**src/rtl/datapath_run_monitor.sv**
```systemverilog
// Run controller and write-back trace monitor for the single-cycle RISC-V datapath.
// Sequences core reset, runs until PC self-loop or cycle timeout, and records register write-backs.
module datapath_run_monitor #(
  parameter  int XLEN        = 32,
  parameter  int HOLD_CYCLES = 2,
  parameter  int MAX_CYCLES  = 32,
  parameter  int STALL_LIMIT = 4,
  parameter  int TRACE_DEPTH = 16,
  localparam int AW          = $clog2(TRACE_DEPTH)
) (
  input  logic            clk,
  input  logic            reset,
  input  logic            start,
  input  logic [XLEN-1:0] PCVal,
  input  logic [XLEN-1:0] WB,
  input  logic            RegWEn,
  output logic            core_reset,
  output logic            running,
  output logic            done,
  output logic [1:0]      done_cause,
  output logic [15:0]     cycle_count,
  output logic [AW:0]     trace_count,
  output logic            trace_overflow,
  input  logic [AW-1:0]   trace_rd_addr,
  output logic [XLEN-1:0] trace_rd_data
);

  localparam int HW = $clog2(HOLD_CYCLES + 1);
  localparam int SW = $clog2(STALL_LIMIT + 1);
  localparam logic [15:0]   MAX_L   = 16'(MAX_CYCLES);
  localparam logic [SW-1:0] STALL_L = SW'(STALL_LIMIT);
  localparam logic [AW:0]   DEPTH_L = (AW + 1)'(TRACE_DEPTH);

  typedef enum logic [1:0] {S_IDLE, S_HOLD, S_RUN, S_DONE} state_t;

  state_t            r_state, w_state_nxt;
  logic [HW-1:0]     r_hold_cnt;
  logic [SW-1:0]     r_stall_cnt;
  logic [XLEN-1:0]   r_prev_pc;
  logic              r_pc_valid;
  logic [15:0]       r_cycle_count;
  logic [AW:0]       r_trace_count;
  logic              r_overflow;
  logic [1:0]        r_cause;
  logic [XLEN-1:0]   r_trace [TRACE_DEPTH];

  logic [15:0]       w_cycle_inc;
  logic [SW-1:0]     w_stall_nxt;
  logic              w_stall_hit;
  logic              w_timeout;
  logic              w_trace_we;
  logic              w_rd_valid;

  // The first RUN cycle has no previous PC, so r_pc_valid gates the compare.
  assign w_cycle_inc = r_cycle_count + 16'd1;
  assign w_stall_nxt = (r_pc_valid && (PCVal == r_prev_pc)) ? r_stall_cnt + SW'(1) : '0;
  assign w_stall_hit = (w_stall_nxt == STALL_L);
  assign w_timeout   = (w_cycle_inc == MAX_L);
  assign w_trace_we  = (r_state == S_RUN) && RegWEn && (r_trace_count != DEPTH_L);

  always_ff @(posedge clk or posedge reset) begin
    if (reset) r_state <= S_IDLE;
    else       r_state <= w_state_nxt;
  end

  always_comb begin
    w_state_nxt = r_state;
    core_reset  = 1'b1;
    running     = 1'b0;
    done        = 1'b0;
    case (r_state)
      S_IDLE: if (start) w_state_nxt = S_HOLD;
      S_HOLD: if (r_hold_cnt == HW'(1)) w_state_nxt = S_RUN;
      S_RUN: begin
        core_reset = 1'b0;
        running    = 1'b1;
        if (w_stall_hit || w_timeout) w_state_nxt = S_DONE;
      end
      S_DONE: begin
        done = 1'b1;
        if (start) w_state_nxt = S_HOLD;
      end
      default: w_state_nxt = S_IDLE;
    endcase
  end

  always_ff @(posedge clk or posedge reset) begin
    if (reset) begin
      r_hold_cnt    <= '0;
      r_stall_cnt   <= '0;
      r_prev_pc     <= '0;
      r_pc_valid    <= 1'b0;
      r_cycle_count <= '0;
      r_trace_count <= '0;
      r_overflow    <= 1'b0;
      r_cause       <= 2'b00;
    end else begin
      case (r_state)
        S_IDLE, S_DONE: begin
          if (start) begin
            r_hold_cnt    <= HW'(HOLD_CYCLES);
            r_stall_cnt   <= '0;
            r_pc_valid    <= 1'b0;
            r_cycle_count <= '0;
            r_trace_count <= '0;
            r_overflow    <= 1'b0;
            r_cause       <= 2'b00;
          end
        end
        S_HOLD: begin
          r_hold_cnt <= r_hold_cnt - HW'(1);
          r_pc_valid <= 1'b0;
        end
        S_RUN: begin
          r_cycle_count <= w_cycle_inc;
          r_stall_cnt   <= w_stall_nxt;
          r_prev_pc     <= PCVal;
          r_pc_valid    <= 1'b1;
          if (RegWEn) begin
            if (r_trace_count != DEPTH_L) r_trace_count <= r_trace_count + (AW + 1)'(1);
            else                          r_overflow    <= 1'b1;
          end
          // Stall takes priority when both end conditions coincide.
          if (w_stall_hit)    r_cause <= 2'b01;
          else if (w_timeout) r_cause <= 2'b10;
        end
        default: ;
      endcase
    end
  end

  always_ff @(posedge clk) begin
    if (w_trace_we) r_trace[r_trace_count[AW-1:0]] <= WB;
  end

  assign w_rd_valid = ({1'b0, trace_rd_addr} < r_trace_count);

  always_comb begin
    trace_rd_data = '0;
    if (w_rd_valid) trace_rd_data = r_trace[trace_rd_addr];
  end

  assign done_cause     = r_cause;
  assign cycle_count    = r_cycle_count;
  assign trace_count    = r_trace_count;
  assign trace_overflow = r_overflow;

endmodule

```
**config.mk**
```make
export PLATFORM = sky130hd
export DESIGN_NAME = datapath_run_monitor
export DESIGN_NICKNAME = d
export VERILOG_FILES = /design/src/rtl/datapath_run_monitor.sv
export SDC_FILE = /design/constraint.sdc
export NUM_CORES = 1
export LEC_CHECK = 0
export ABC_CLOCK_PERIOD_IN_PS = 8700
export BUFFER_PORTS_ARGS = -buffer_cell sky130_fd_sc_hd__buf_2
export CORE_UTILIZATION = 45
export CTS_CLUSTER_DIAMETER = 30
export CTS_CLUSTER_SIZE = 16
export DETAILED_ROUTE_END_ITERATION = 6
export HOLD_SLACK_MARGIN = 0.06
export PLACE_DENSITY_LB_ADDON = 0.08
export SKIP_CTS_REPAIR_TIMING = 1
export SYNTH_ARGS = -nofsm -noshare
export SYNTH_HDL_FRONTEND = slang
export SYNTH_SLANG_ARGS = --single-unit
```
**constraint.sdc**
```tcl
create_clock -name clk -period 8.7 [get_ports clk]
set_clock_uncertainty 0.2 [all_clocks]
set_input_delay 2.175 -clock clk [delete_from_list [all_inputs] [get_ports clk]]
set_output_delay 2.175 -clock clk [all_outputs]
set_load 0.005 [all_outputs]
```
# Yosys cells after proc, flatten, opt, wreduce, memory -nomap -nowiden

Memories as Yosys holds them, arrays and structs flattened.
Cells that the tools add are included.

Muxes and demuxes: 30
Reduce and logical (&&, ||, !) cells: 14
Equality and inequality tests: 15
Add/subtract/negate cells: 4
$lt $le $gt $ge: 1

Operators by type and width:

| cell                  | count |
|---|---|
| $eq 32x32->1          | 1 |
| $mux 32               | 1 |
| $pmux 16 s2           | 1 |
| $add 16x1->16 const B | 1 |
| $eq 16x6->1 const B   | 1 |
| $mux 16               | 1 |
| $mux 5                | 3 |
| $mux 2                | 7 |
| $pmux 5 s2            | 1 |
| $mux 1                | 8 |
| $pmux 2 s2            | 2 |
| $reduce_and 4->1      | 2 |
| $mux 3                | 2 |
| $ne 2x1->1 const B    | 3 |
| $ne 2x2->1 const B    | 3 |
| $pmux 2 s3            | 1 |
| $pmux 3 s2            | 1 |
| $reduce_and 3->1      | 2 |
| $add 5x1->5 const B   | 1 |
| $lt 4x5->1            | 1 |
| $ne 5x5->1 const B    | 1 |
| $eq 2x1->1 const B    | 2 |
| $eq 2x2->1 const B    | 2 |
| $reduce_and 2->1      | 2 |
| 11 further kinds      | 14 |

Bits of input ports: 72
Memory bits (writable): 512
Output and inout port bits: 59
Register bits after elaboration: 64
Word-level logic and storage cells: 74
Memories kept: 1

Memories:

| memory  | words | bits a word | read ports | clocked after memory_dff | wr ports | RTL line | RTL |
|---|---|---|---|---|---|---|---|
| r_trace | 16    | 32          | 1          | 0                        | 1        | 45       | `logic [XLEN-1:0] r_trace [TRACE_DEPTH];` |

# Logic depth before layout (Yosys ltp)

Depth in word-level cells: 7
Gate-level depth with buffers: 9
Mapped depth without buffers: 8

# Worst setup path after synthesis

Ideal clock, no wire load.

Kind: input -> output
From: input trace_rd_addr[1]
To: output trace_rd_data[11]
Data required time: 6.325 ns
Path buffers: 2
Slack: 2.545 ns
Stages: 5
Data arrival time: 3.780 ns
Path through: clkbuf_1 clkbuf_1 mux4_2 mux4_2 nor2b_1

Word-level cells in the longest chain between the ends: 2
Elaborated cells on any way between the ends: 3
Classes of those cells: 1 x order compare; 1 x mux; 1 x memory

RTL lines:

| item                                        | RTL line | RTL |
|---|---|---|
| start: declaration                          | 24       | `input logic [AW-1:0] trace_rd_addr,` |
| $mem_v2 16x32 or $lt 4x5->1 (tied branches) | --       |  |
| $mux 32 *                                   | 140      | `if (w_rd_valid) trace_rd_data = r_trace[trace_rd_addr];` |
| end: declaration                            | 25       | `output logic [XLEN-1:0] trace_rd_data` |

Every way passes the cells marked *; elsewhere a longest branch is shown, timed or not.

# Worst setup path in the final report

From: input trace_rd_addr[1]
To: output trace_rd_data[19]

Same word-level chain as after synthesis.

==> results.toml <==
[timing]
fin_setup_tns_ns = 0
tightest_slew_ns = 0.8865
relSlewSlack = 0.4090
period_share = 0.7848
setup_viol = 0
fin_crit_ns = 6.827
drv_slew = 0
clock.fmax_mhz = 146.5
hold_viol_final = 0
rsz0062_at_grt = "no"

[routing]
num_vias = 11630
via_per_inst = 5.533
wl_per_cell_um = 24.88
drtAntennaViolNets = 0
finalWirelength_um = 52300
drcViolationCount = 0
drt_pass1_iterations = 7
drt-initial-drc-count = 943

[setup_path]
worstSetupPathType = "input pin to output pin"
cp_data_required_time_ns = 6.33
crit_family = "buffers and inverters"
critPathSlowestCell = "mux4_2"
critPathMaxFanout = 77
cp_common_cell = "mux4_2"
arrival_ns = 4.45
path_buf_inv = 3
path_cells = "buf_6 > buf_12 > mux4_2 > mux4_2 > nor2b_1 > buf_2"
start_kind = "input pin"
end_kind = "output pin"
critPathMaxStageDelay_ns = 0.50

[global_route]
grt_overflow = 0
grt_pass1_wl_um = 78490
grt_pass1_vias = 12140
grt_use_total = 0.2066
grt_max_degree = 78
antenna_found_initial = 2

[cts]
clock_path_buffers = 3
htreeDepth = 3
clk-insertion-delay-late_ns = 0.63
root_buffer = "clkbuf_16"
cts_tree = "yes"
clock_sinks = 576
cts_buffers = 114
clkTransAtPathRegs_ns = 0.05

[logic_synthesis]
syn_area_sq_mm = 0.02301
synth_cell_types = 50
synth_area_leaders = "edfxtp_1 (67%), mux4_2 (16%), dfrtp_1 (7.0%), mux2_2 (1.6%), xnor2_1 (1.3%)"
synth_commonest_cells = "edfxtp_1 (512), mux4_2 (160), dfrtp_1 (64)"
syn_area_per_cell_sq_um = 20.72
syn_inst = 1111
synth_edf_count = 512
ys_seq_area_frac = 0.7376
synth-seq-cells = 576
yosysWarnings = 0
ys.flop_type = "edfxtp_1"
synth_top_cell_area_share = 0.6680
synth_most_common_cell = "edfxtp_1"
synth_top_area_cell = "edfxtp_1"
synthArstFlopShare = 0.1111
syn_nets = 1197

[finish]
drive_above_1_share = 0.3919
final_net_count = 1417
area_growth_pct = 24.07

[place]
place_hpwl_um = 26600
portBuffers = 130
gp_congestion = 0.7744

[power]
total_power_mw = 8.422
power_per_cell_area_mw_per_mm2 = 294.9
leakagePower_nw = 9.810
peakVddDrop_v = 0.0002362

[status]
outcome = "finished, final reports clean"

[worst_hold_path]
worst_hold_path_type = "register to register"

[floorplanning]
start_util = 0.4578
io_pins = 131
die-width_um = 228.2
core_sq_mm = 0.05027
dieArea_sq_mm = 0.05205
row_count = 82
die_h_um = 228.2

[run]
drv_cap = 0
-- path summary, 6_finish.rpt --
kind,slack [ns],end,depth (start not counted),start
worst max register to register,5.02,r_trace[14][31],8,r_state[0]
worst min-delay path,0.31,trace_overflow,2,trace_overflow
min in group asynchronous,1.58,cycle_count[8],3,reset
worst max-delay path,1.87,trace_rd_data[19],6,trace_rd_addr[1]
max in group asynchronous,6.17,r_prev_pc[18],3,reset
worst min register to register,0.31,trace_overflow,2,trace_overflow
-- per-stage QoR --
stage / std cells / hold slack [ns] / cell area (sq um) / util / setup slack, ns
2_1_floorplan: 1111 / 0.2632 / 23010 / - / 2.545
3_3_place_gp: 1887 / 0.2846 / 24640 / 0.4901 / 1.794
3_5_place_dp: 1887 / 0.3007 / 24640 / 0.4901 / 1.833
4_1_cts: 2101 / 0.3093 / 28550 / 0.5679 / 1.806
5_1_grt: 2101 / 0.3254 / 28550 / 0.5679 / 1.719
6_report: 2102 / 0.3057 / 28550 / 0.5680 / 1.873
-- registers in the layout (all words and copies together) (netlist names) --
name,flops
cycle_count,16
done_cause,2
r_hold_cnt,2
r_pc_valid,1
r_prev_pc,32
r_stall_cnt,3
r_state,2
r_trace,512
trace_count,5
trace_overflow,1
-- metal layers --
layer	up-vias	share of wire	global-route usage
met5	-	0.00019	0
met4	2	0.015	0.05621
met3	73	0.042	0.04150
met2	284	0.49	0.3317
met1	6202	0.45	0.2897
li1	5069	-	-
-- logic make-up after synthesis --
logic type | share of synthesized area
flops | 0.7376
mux | 0.1727
simple gates | 0.03653
compound gates | 0.01935
buf+inv | 0.01288
xor+xnor | 0.01332
fa+ha+maj | 0.007611
-- layout make-up --
type,instances,area [sq um]
fillers,3876,21720
flip-flops and latches,576,16980
multi-input cells,467,5862
clock buffers,127,2965
clock inverters,87,949.7
repair buffers,156,898.4
well taps,672,840.8
inverters,16,60.06
diodes,1,2.502
-- where the power goes --
part / leakage, nW / switching [mW] / total (mW) / internal [mW]
combinational: 2.52 / 0.447 / 0.821 / 0.374
sequential: 5.41 / 0.0857 / 3.26 / 3.18
clock: 1.88 / 1.40 / 4.34 / 2.94
total: 9.81 / 1.93 / 8.42 / 6.49
-- worst reg2reg max path: cells and delay by family, from the launching register on --
family | cells | cell delay [ns]
flops | 1 | 0.42
buf+inv | 3 | 1.07
simple gates | 3 | 1.14
fa+ha+maj | 1 | 0.15
compound gates | 1 | 0.34
-- layout by cell type (no fill, tap or decap), types with 13 or more instances in the layout --
cell type / instances
clkinvlp_4: 14
o21ai_0: 33
buf_2: 128
mux2_2: 32
mux4_2: 160
nor2b_1: 33
clkinv_2: 20
edfxtp_1: 512
nor2_1: 17
dfrtp_1: 64
xnor2_1: 35
clkbuf_16: 117
buf_4: 23
nand4_1: 15
bufinv_16: 17
inv_1: 15
nor2_4: 13
nand3_1: 13
clkinv_1: 22
ha_1: 13
nand2_1: 32
Note: power is estimated with default switching activity, not from simulation.
